**config.mk**
```make
export PLATFORM = sky130hd
export DESIGN_NAME = seg_limit_check_pipe
export DESIGN_NICKNAME = d
export VERILOG_FILES = /design/src/rtl/seg_chk_pkg.sv /design/src/rtl/seg_limit_regfile.sv /design/src/rtl/seg_limit_check_pipe.sv
export SDC_FILE = /design/constraint.sdc
export NUM_CORES = 1
export LEC_CHECK = 0
export ABC_CLOCK_PERIOD_IN_PS = 12200
export CORE_MARGIN = 2
export CORE_UTILIZATION = 59
export DETAILED_ROUTE_END_ITERATION = 16
export PLACE_DENSITY = 0.85
export SLEW_MARGIN = 20
export SYNTH_ARGS = -nofsm -noshare
export SYNTH_HDL_FRONTEND = slang
export SYNTH_SLANG_ARGS = --single-unit
```
**constraint.sdc**
```tcl
create_clock -name clk_i -period 12.2 [get_ports clk_i]
set_input_delay 2.44 -clock clk_i [delete_from_list [all_inputs] [get_ports clk_i]]
set_output_delay 2.44 -clock clk_i [all_outputs]
set_load 0.01 [all_outputs]
```
**src/rtl/seg_chk_pkg.sv**
```systemverilog
// Shared types for the segment-limit checker: segment ids, access sizes and
// the per-segment attribute record held in the limit register file.
package seg_chk_pkg;

    localparam int unsigned SEG_ADDR_W = 32;

    typedef enum logic [2:0] {
        SegEs = 3'd0,
        SegCs = 3'd1,
        SegSs = 3'd2,
        SegDs = 3'd3,
        SegFs = 3'd4,
        SegGs = 3'd5
    } seg_id_e;

    typedef enum logic [1:0] {
        Size1B = 2'd0,
        Size2B = 2'd1,
        Size4B = 2'd2,
        Size8B = 2'd3
    } size_e;

    typedef struct packed {
        logic [SEG_ADDR_W-1:0] limit;
        logic                  ed;
    } seg_attr_t;

    localparam seg_attr_t SEG_ATTR_RST = '{limit: '1, ed: 1'b0};

    function automatic logic [3:0] size_bytes(input size_e sz);
        unique case (sz)
            Size1B:  return 4'd1;
            Size2B:  return 4'd2;
            Size4B:  return 4'd4;
            default: return 4'd8;
        endcase
    endfunction

endpackage

```
**src/rtl/seg_limit_regfile.sv**
```systemverilog
// Per-segment limit/expand-down attributes: one write port, one combinational
// read port. Out-of-range ids are ignored on write and read back as reset value.
module seg_limit_regfile
    import seg_chk_pkg::*;
#(
    parameter int unsigned NUM_SEGS = 6,
    parameter int unsigned SEG_ID_W = 3
) (
    input  logic                clk_i,
    input  logic                rst_i,
    input  logic                we_i,
    input  logic [SEG_ID_W-1:0] wr_id_i,
    input  seg_attr_t           wr_attr_i,
    input  logic [SEG_ID_W-1:0] rd_id_i,
    output seg_attr_t           rd_attr_o
);

    localparam logic [SEG_ID_W:0] NumSegsW = NUM_SEGS[SEG_ID_W:0];

    seg_attr_t attr_q [NUM_SEGS];

    logic wr_ok;
    logic rd_ok;

    assign wr_ok = {1'b0, wr_id_i} < NumSegsW;
    assign rd_ok = {1'b0, rd_id_i} < NumSegsW;

    always_ff @(posedge clk_i or posedge rst_i) begin
        if (rst_i) begin
            for (int i = 0; i < NUM_SEGS; i++) begin
                attr_q[i] <= SEG_ATTR_RST;
            end
        end else if (we_i && wr_ok) begin
            attr_q[wr_id_i] <= wr_attr_i;
        end
    end

    always_comb begin
        rd_attr_o = SEG_ATTR_RST;
        if (rd_ok) begin
            rd_attr_o = attr_q[rd_id_i];
        end
    end

endmodule

```
**src/rtl/seg_limit_check_pipe.sv**
```systemverilog
// Two-stage segment-limit checker: S1 forms offset/end, S2 compares against the
// limit file and registers the result for the memory stage.
module seg_limit_check_pipe
    import seg_chk_pkg::*;
#(
    parameter int unsigned NUM_SEGS  = 6,
    parameter int unsigned SEG_ID_W  = 3,
    parameter int unsigned ADDR_W    = SEG_ADDR_W,
    parameter int unsigned EXC_CNT_W = 8
) (
    input  logic                 clk_i,
    input  logic                 rst_i,
    input  logic                 flush_i,
    input  logic                 in_v_i,
    output logic                 in_rdy_o,
    input  logic                 mem_rd_i,
    input  logic                 mem_wr_i,
    input  logic [SEG_ID_W-1:0]  seg_id_i,
    input  logic [1:0]           data_size_i,
    input  logic [ADDR_W-1:0]    add_base_disp_i,
    input  logic [ADDR_W-1:0]    mux_sib_si_i,
    input  logic                 lim_we_i,
    input  logic [SEG_ID_W-1:0]  lim_wr_id_i,
    input  logic [ADDR_W-1:0]    lim_wr_val_i,
    input  logic                 lim_wr_ed_i,
    output logic                 out_v_o,
    input  logic                 out_rdy_i,
    output logic [ADDR_W-1:0]    out_offset_o,
    output logic [SEG_ID_W-1:0]  out_seg_id_o,
    output logic                 out_exc_o,
    output logic [EXC_CNT_W-1:0] exc_cnt_o
);

    localparam logic [SEG_ID_W:0] NumSegsW = NUM_SEGS[SEG_ID_W:0];

    // S1 state
    logic                s1_v_q, s1_v_d;
    logic [ADDR_W-1:0]   s1_offset_q;
    logic [ADDR_W-1:0]   s1_end_q;
    logic                s1_ec_q;
    logic [SEG_ID_W-1:0] s1_seg_q;
    logic                s1_mem_q;

    // S2 / output state
    logic                 out_v_q, out_v_d;
    logic [ADDR_W-1:0]    out_offset_q;
    logic [SEG_ID_W-1:0]  out_seg_q;
    logic                 out_exc_q;
    logic [EXC_CNT_W-1:0] exc_cnt_q, exc_cnt_d;

    logic              out_adv;
    logic              s1_adv;
    logic              accept;
    logic [ADDR_W-1:0] offset_d;
    logic [3:0]        size_m1;
    logic [ADDR_W:0]   end_full;
    logic              seg_ok;
    logic              s2_exc;
    seg_attr_t         wr_attr;
    seg_attr_t         rd_attr;

    assign out_adv  = !out_v_q || out_rdy_i;
    assign s1_adv   = s1_v_q && out_adv;
    assign in_rdy_o = !s1_v_q || s1_adv;
    assign accept   = in_v_i && in_rdy_o && !flush_i;

    // Address wrap on the offset is legal; only the access end carry faults.
    assign offset_d = add_base_disp_i + mux_sib_si_i;
    assign size_m1  = size_bytes(size_e'(data_size_i)) - 4'd1;
    assign end_full = {1'b0, offset_d} + {{(ADDR_W-3){1'b0}}, size_m1};

    always_comb begin
        s1_v_d = s1_v_q;
        if (flush_i) begin
            s1_v_d = 1'b0;
        end else if (in_rdy_o) begin
            s1_v_d = in_v_i;
        end
    end

    always_ff @(posedge clk_i or posedge rst_i) begin
        if (rst_i) begin
            s1_v_q      <= 1'b0;
            s1_offset_q <= '0;
            s1_end_q    <= '0;
            s1_ec_q     <= 1'b0;
            s1_seg_q    <= '0;
            s1_mem_q    <= 1'b0;
        end else begin
            s1_v_q <= s1_v_d;
            if (accept) begin
                s1_offset_q <= offset_d;
                s1_end_q    <= end_full[ADDR_W-1:0];
                s1_ec_q     <= end_full[ADDR_W];
                s1_seg_q    <= seg_id_i;
                s1_mem_q    <= mem_rd_i || mem_wr_i;
            end
        end
    end

    assign wr_attr = '{limit: lim_wr_val_i, ed: lim_wr_ed_i};

    seg_limit_regfile #(
        .NUM_SEGS (NUM_SEGS),
        .SEG_ID_W (SEG_ID_W)
    ) u_regfile (
        .clk_i     (clk_i),
        .rst_i     (rst_i),
        .we_i      (lim_we_i),
        .wr_id_i   (lim_wr_id_i),
        .wr_attr_i (wr_attr),
        .rd_id_i   (s1_seg_q),
        .rd_attr_o (rd_attr)
    );

    assign seg_ok = {1'b0, s1_seg_q} < NumSegsW;

    always_comb begin
        s2_exc = 1'b0;
        if (!s1_mem_q) begin
            s2_exc = 1'b0;
        end else if (!seg_ok) begin
            s2_exc = 1'b1;
        end else if (rd_attr.ed) begin
            s2_exc = (s1_offset_q <= rd_attr.limit) || s1_ec_q;
        end else begin
            s2_exc = (s1_end_q > rd_attr.limit) || s1_ec_q;
        end
    end

    always_comb begin
        out_v_d = out_v_q;
        if (flush_i) begin
            out_v_d = 1'b0;
        end else if (out_adv) begin
            out_v_d = s1_v_q;
        end
    end

    always_comb begin
        exc_cnt_d = exc_cnt_q;
        if (out_v_q && out_rdy_i && out_exc_q && (exc_cnt_q != '1)) begin
            exc_cnt_d = exc_cnt_q + 1'b1;
        end
    end

    always_ff @(posedge clk_i or posedge rst_i) begin
        if (rst_i) begin
            out_v_q      <= 1'b0;
            out_offset_q <= '0;
            out_seg_q    <= '0;
            out_exc_q    <= 1'b0;
            exc_cnt_q    <= '0;
        end else begin
            out_v_q   <= out_v_d;
            exc_cnt_q <= exc_cnt_d;
            // Result is captured once; a stalled result keeps its verdict.
            if (s1_adv) begin
                out_offset_q <= s1_offset_q;
                out_seg_q    <= s1_seg_q;
                out_exc_q    <= s2_exc;
            end
        end
    end

    assign out_v_o      = out_v_q;
    assign out_offset_o = out_offset_q;
    assign out_seg_id_o = out_seg_q;
    assign out_exc_o    = out_exc_q;
    assign exc_cnt_o    = exc_cnt_q;

endmodule

```
Word-level counts from Yosys, hierarchy flattened:

Cells that the tools add are included.

* bits in registers: 313
* bits of input ports: 113
* output and inout bits: 46
* logic and storage cells: 73

* add/subtract/negate cells: 4
* magnitude comparators: 7
* equal/unequal tests: 3
* mux-type cells: 15
* bitwise operators: 2
* reduce and logical (&&, ||, !) cells: 19

Operators by type and width (count)
* bitwise mux 198 bit: 1
* 2-to-1 mux 33 bit: 4
* binary-select mux 33 bit (select 3 bit): 1
* demux 33 bit (select 3 bit): 1
* adder 32 x 4 -> 33 bit: 1
* adder 32 bit: 1
* > comparator 32 bit: 1
* less-or-equal comparator 32 bit: 1
* case mux 4 bit (3 select lines): 1
* adder 8 x 1 -> 8 bit (second input constant): 1
* greater-or-equal comparator 4 bit (second input constant): 2
* logical AND 1 bit: 8
* inequality test 8 bit (second input constant): 1
* inverter 3 -> 4 bit: 2
* 2-to-1 mux 1 bit: 7
* less-than comparator 3 bit (second input constant): 2
* logical OR 1 bit: 5
* less-than comparator 4 x 1 -> 1 bit (second input constant): 1
* nonzero test 2 bit: 2
* subtractor 4 x 1 -> 4 bit (second input constant): 1
* logical NOT 1 bit: 3
* == test 2 x 1 -> 1 bit (second input constant): 1
* == test 2 bit (second input constant): 1
* logical NOT 2 bit: 1

Logic depth before layout (Yosys ltp):

* word-level depth: 10
* mapped depth: 16

Cells and area by module:

A second synthesis with hierarchy kept.

* cells, all modules: 1614
* area, all modules: 17967.2 um^2

Modules (own cells, without submodules)
* seg_limit_regfile: times used 1, cells an instance 652, area an instance 9350.2 um^2, sequential area each 5195.0 um^2
* seg_limit_check_pipe: times used 1, cells an instance 962, area an instance 8617.0 um^2, sequential area each 2877.8 um^2

Least setup slack after synthesis:

OpenSTA, ideal clock, no wires.

* kind: in2reg
* from: input port add_base_disp_i[0]
* to: register s1_end_q[31]
* arrival time: 5.545 ns
* required time: 12.075 ns
* slack: 6.530 ns
* stages on the path: 14
* buffers on the path: 0
* path through: ha_1 inv_1 fa_1 inv_1 ha_1 a21o_1 a21oi_1 nor4b_1 and4bb_2 nand3_1 nor4_1 nand4_1 xnor2_1 mux2_2

* longest elaborated chain between the ends: 2

RTL lines
* from (decl): line seg_limit_check_pipe.sv:20 `input logic [ADDR_W-1:0] add_base_disp_i,`
* adder 32 bit: line seg_limit_check_pipe.sv:68 `assign offset_d = add_base_disp_i + mux_sib_si_i;`
* net offset_d[1]: line seg_limit_check_pipe.sv:54 `logic [ADDR_W-1:0] offset_d;`
* adder 32 x 4 -> 33 bit: line seg_limit_check_pipe.sv:70 `assign end_full = {1'b0, offset_d} + {{(ADDR_W-3){1'b0}}, size_m1};`
* to (signal assigned): line seg_limit_check_pipe.sv:93 `s1_end_q <= end_full[ADDR_W-1:0];`
* to (decl): line seg_limit_check_pipe.sv:39 `logic [ADDR_W-1:0] s1_end_q;`

The timed path passes the listed nets, and every way through them passes these cells.
A chain may end at the register's enable or synchronous reset.

Worst setup path in the final report:

* from: input port add_base_disp_i[0]
* to: register s1_end_q[31]

* longest elaborated chain between the ends: 2

RTL lines (line)
* adder 32 bit: seg_limit_check_pipe.sv:68
* adder 32 x 4 -> 33 bit: seg_limit_check_pipe.sv:70

No other way between the ends.

==> summary.md <==
| Metric | Value |
|---|---|
| Post-synth EDFFs | 0 |
| Initial antenna violation count | 1 |
| Hold Violations, Final | 0 |
| Buf+Inv Stages, Crit Path | 2 |
| Max-slew violations | 0 |
| Cell Area, Synth | 0.0175 mm^2 |
| Final setup viols | 0 |
| Syn nets | approximately 1.7k |
| CTS tree | yes |
| Number of unique standard cell types used by synthesis | 78 |
| Post-synth ARST share | 100% |
| Total Routing Usage GR | 27.3% |
| Largest area contributor in the netlist | dfstp_2 |
| Synth warn | 0 |
| # fillers | approximately 2.1k |
| Clock Skews | around 0.023 ns |
| Sequential area share after synthesis | 46.1% |
| Vias | 12.3k |
| Share of the synthesized area in the top cell type | 28.8% |
| Total Wirelength | 41.9 mm |
| R2R setup slack | 7.62 ns |
| Layout cells sized above 1 | 38.3% |
| CORE AREA | about 0.03 mm^2 |
| Clock root buffer | clkbuf_16 |
| Syn Area/Cell | 12.1 um^2 |
| Placed insts | 1935 |
| Placed cell area | ~0.019 mm^2 |
| Drt pass-1 iters | 5 |
| Flops & latches, synth | between 300 and 400 |
| Vias per inst | 6.18 |
| Dpl hpwl | 28.6 mm |
| Remaining Overflow, GRT | 0 |
| Final net count | 1793 |
| Hold Worst Slack | just under 0.5 ns |
| WHS Path Cells | 1 |
| First-pass GRT wire length | 67.9 mm |
| Dominant synthesized flop cell | dfstp_2 |
| Clk_lat worst skew | 0.57 ns |
| Status | complete, no violations |
| Critical Path, Cell by Cell | clkdlybuf4s50_1 -> ha_1 -> inv_1 -> fa_1 -> nand2b_1 -> a21oi_2 -> o211ai_1 -> and2_2 -> xnor2_1 -> nand4b_2 -> nor4_1 -> nand4_1 -> xnor2_1 -> mux2_2 |
| Max FO, Critical Path | 7 |
| Port bufs | 158 |
| Layout Area Growth over Synthesis | 16.9% |
| Util after Layout | a little over two thirds |
| Slowest cell delay on critical path | 0.79 ns |
| Arrival time worst endpoint | 6.71 ns |
| Peak VDD IR | 0.000142 V |
| DRT iter0 DRCs | 773 |
| Power per cell area | roughly 180 mW/mm^2 |
| Commonest non-fill, non-tap cells in the layout | 287 x mux2_2, 192 x dfstp_2, 158 x clkdlybuf4s50_1 |
| Critical path type | primary input to flip-flop |
| Hold path startpoint | exc_cnt_o[7] |
| Std-Cell Rows | 63 |
| FF-to-FF Start | s1_seg_q[0] |
| Post-Syn Instances | between 1k and 1.5k |
| Wire per inst | 21.0 um |
| CTS Hold Bufs | 0 |
| Critical Path RT | 12.64 ns |
| Maxcap violations | 0 |
| Largest net degree at the start of global routing | 151 |
| Die Y-Extent | around 180 um |
| Slew headroom | 28.8% |
| Leakage power | approximately 8.3 nW |
| Commonest non-fill, non-tap cell in the layout | mux2_2 |
| Clk buf depth | 3 |
| Die area | 0.0311 mm^2 |
| Vias in the first global route | between 10k and 15k |
| R2r worst-path depth | 10 |
| Peak Freq | ~160 MHz |
| Post-Layout Cell Count | 1994 |
| Worst min-delay path class | flip-flop to flip-flop |
| Die span in x | 176 um |
| Pwr Total | approximately 3.6 mW |
| Fin crit share | 51.4% |
| Htree depth | 1 |
| Slowest CP cell | nor4_1 |
| Worst-path clk slew | 0.06 ns |
| Clock sink total | roughly 310 |
| Worst reg2reg path endpoint | out_exc_o |
| Post-route ant nets | 0 |
| Final GP Congestion | about 0.89 |
| Design area | 0.0205 mm^2 |
| Crit-path leading delay family | simple AND/OR/NAND/NOR gates |
| Setup repair after global routing missed its margin | no |
| Synth top area cells | dfstp_2 29%, mux2_2 18%, dfrtp_1 17% |
| Total CTS buffers | 31 |
| Final worst setup slack | 5.93 ns |
| # Post-CTS Setup Buffers | 0 |
| Worst Hold Endpoint | exc_cnt_o[7] |
| Worst slew pin tran | roughly 1.1 ns |
| # DRC | 0 |
| Setup WS pre-CTS | 5.36 ns |
| Post-cts repair resize count | 0 |
| Initial Util | 59.5% |
| Ports | about 160 |
| Crit. End Element | flip-flop |
| Clock period minus worst slack | 6.27 ns |
| CP startpoint kind | primary input |
| Setup TNS | 0 ns |
| Most common cell on crit path | xnor2_1 |
==> cell usage after synthesis (8+ instances only) <==
master,n
o21ai_0,74
o211ai_1,11
buf_1,9
a21oi_1,56
o22ai_1,33
inv_1,21
mux4_2,33
mux2_2,287
and2_1,8
nand3_1,29
nand4_1,28
xor2_1,24
a21o_1,25
nor2_1,48
or2_2,8
dfrtp_1,121
xnor2_1,32
clkbuf_1,52
a211oi_1,9
nor2b_1,15
dfstp_2,192
nand2b_1,11
nor3_1,15
o21a_1,8
ha_1,99
nand2_1,93
==> worst register-to-register path, delay by kind of cell (launching register included) <==
family          cells  cell delay, ns
mux                 1            0.64
fa+ha+maj           1            0.21
flops               1            0.75
compound gates      3            0.70
simple gates        4            1.54
buf+inv             1            0.66
==> layer usage <==
layer	vias up	routed length (um)	GRT usage [%]
met5	-	0	0
met4	0	1490	10.4
met3	93	1930	3.14
met2	335	20600	46.4
met1	6254	17900	36.3
li1	5635	-	-
==> where the power goes <==
part	internal, mW	switching (mW)	total, mW
Clock	0.563	0.404	0.968
Sequential	1.38	0.171	1.56
Combinational	0.578	0.524	1.10
Total	2.53	1.10	3.63
==> sequential cells by signal, indices dropped and copies added (netlist names) <==
name and flops:
out_v_o 1, exc_cnt_o 8, s1_mem_q 1, out_exc_o 1, s1_seg_q 3, u_regfile.attr_q 198, s1_ec_q 1, s1_offset_q 32
out_seg_id_o 3, s1_v_q 1, out_offset_o 32, s1_end_q 32
==> logic make-up (layout without fill, tap and decap cells) <==
family,count (synthesis),count (layout),synth area share (%)
compound gates,266,266,9.61
xor+xnor,56,56,2.80
fa+ha+maj,101,101,7.31
buf+inv,93,248,2.32
flops,313,313,46.1
mux,322,322,22.8
other cells,0,1,0
simple gates,297,297,9.01
==> area by class of cell <==
type | count | area, um^2 | area share, %
Inverter | 21 | 86.3 | 0.422
Multi-Input combinational cell | 1042 | 9080 | 44.4
Timing Repair Buffer | 170 | 1680 | 8.23
Clock buffer | 46 | 956 | 4.67
Tap cell | 390 | 488 | 2.38
Sequential cell | 313 | 8080 | 39.5
Antenna cell | 1 | 2.50 | 0.0122
Clock inverter | 11 | 88.8 | 0.434
==> worst max-delay path by stage <==
stage          cells past startpoint      endpoint          startpoint
4_1_cts                           15  s1_end_q[31]  add_base_disp_i[0]
2_1_floorplan                      1  exc_cnt_o[0]               rst_i
3_3_place_gp                      15  s1_end_q[31]  add_base_disp_i[0]
6_report                          14  s1_end_q[31]  add_base_disp_i[0]
5_1_grt                           14  s1_end_q[31]  add_base_disp_i[0]
3_5_place_dp                      15  s1_end_q[31]  add_base_disp_i[0]
(Power assumes the default switching activity.)
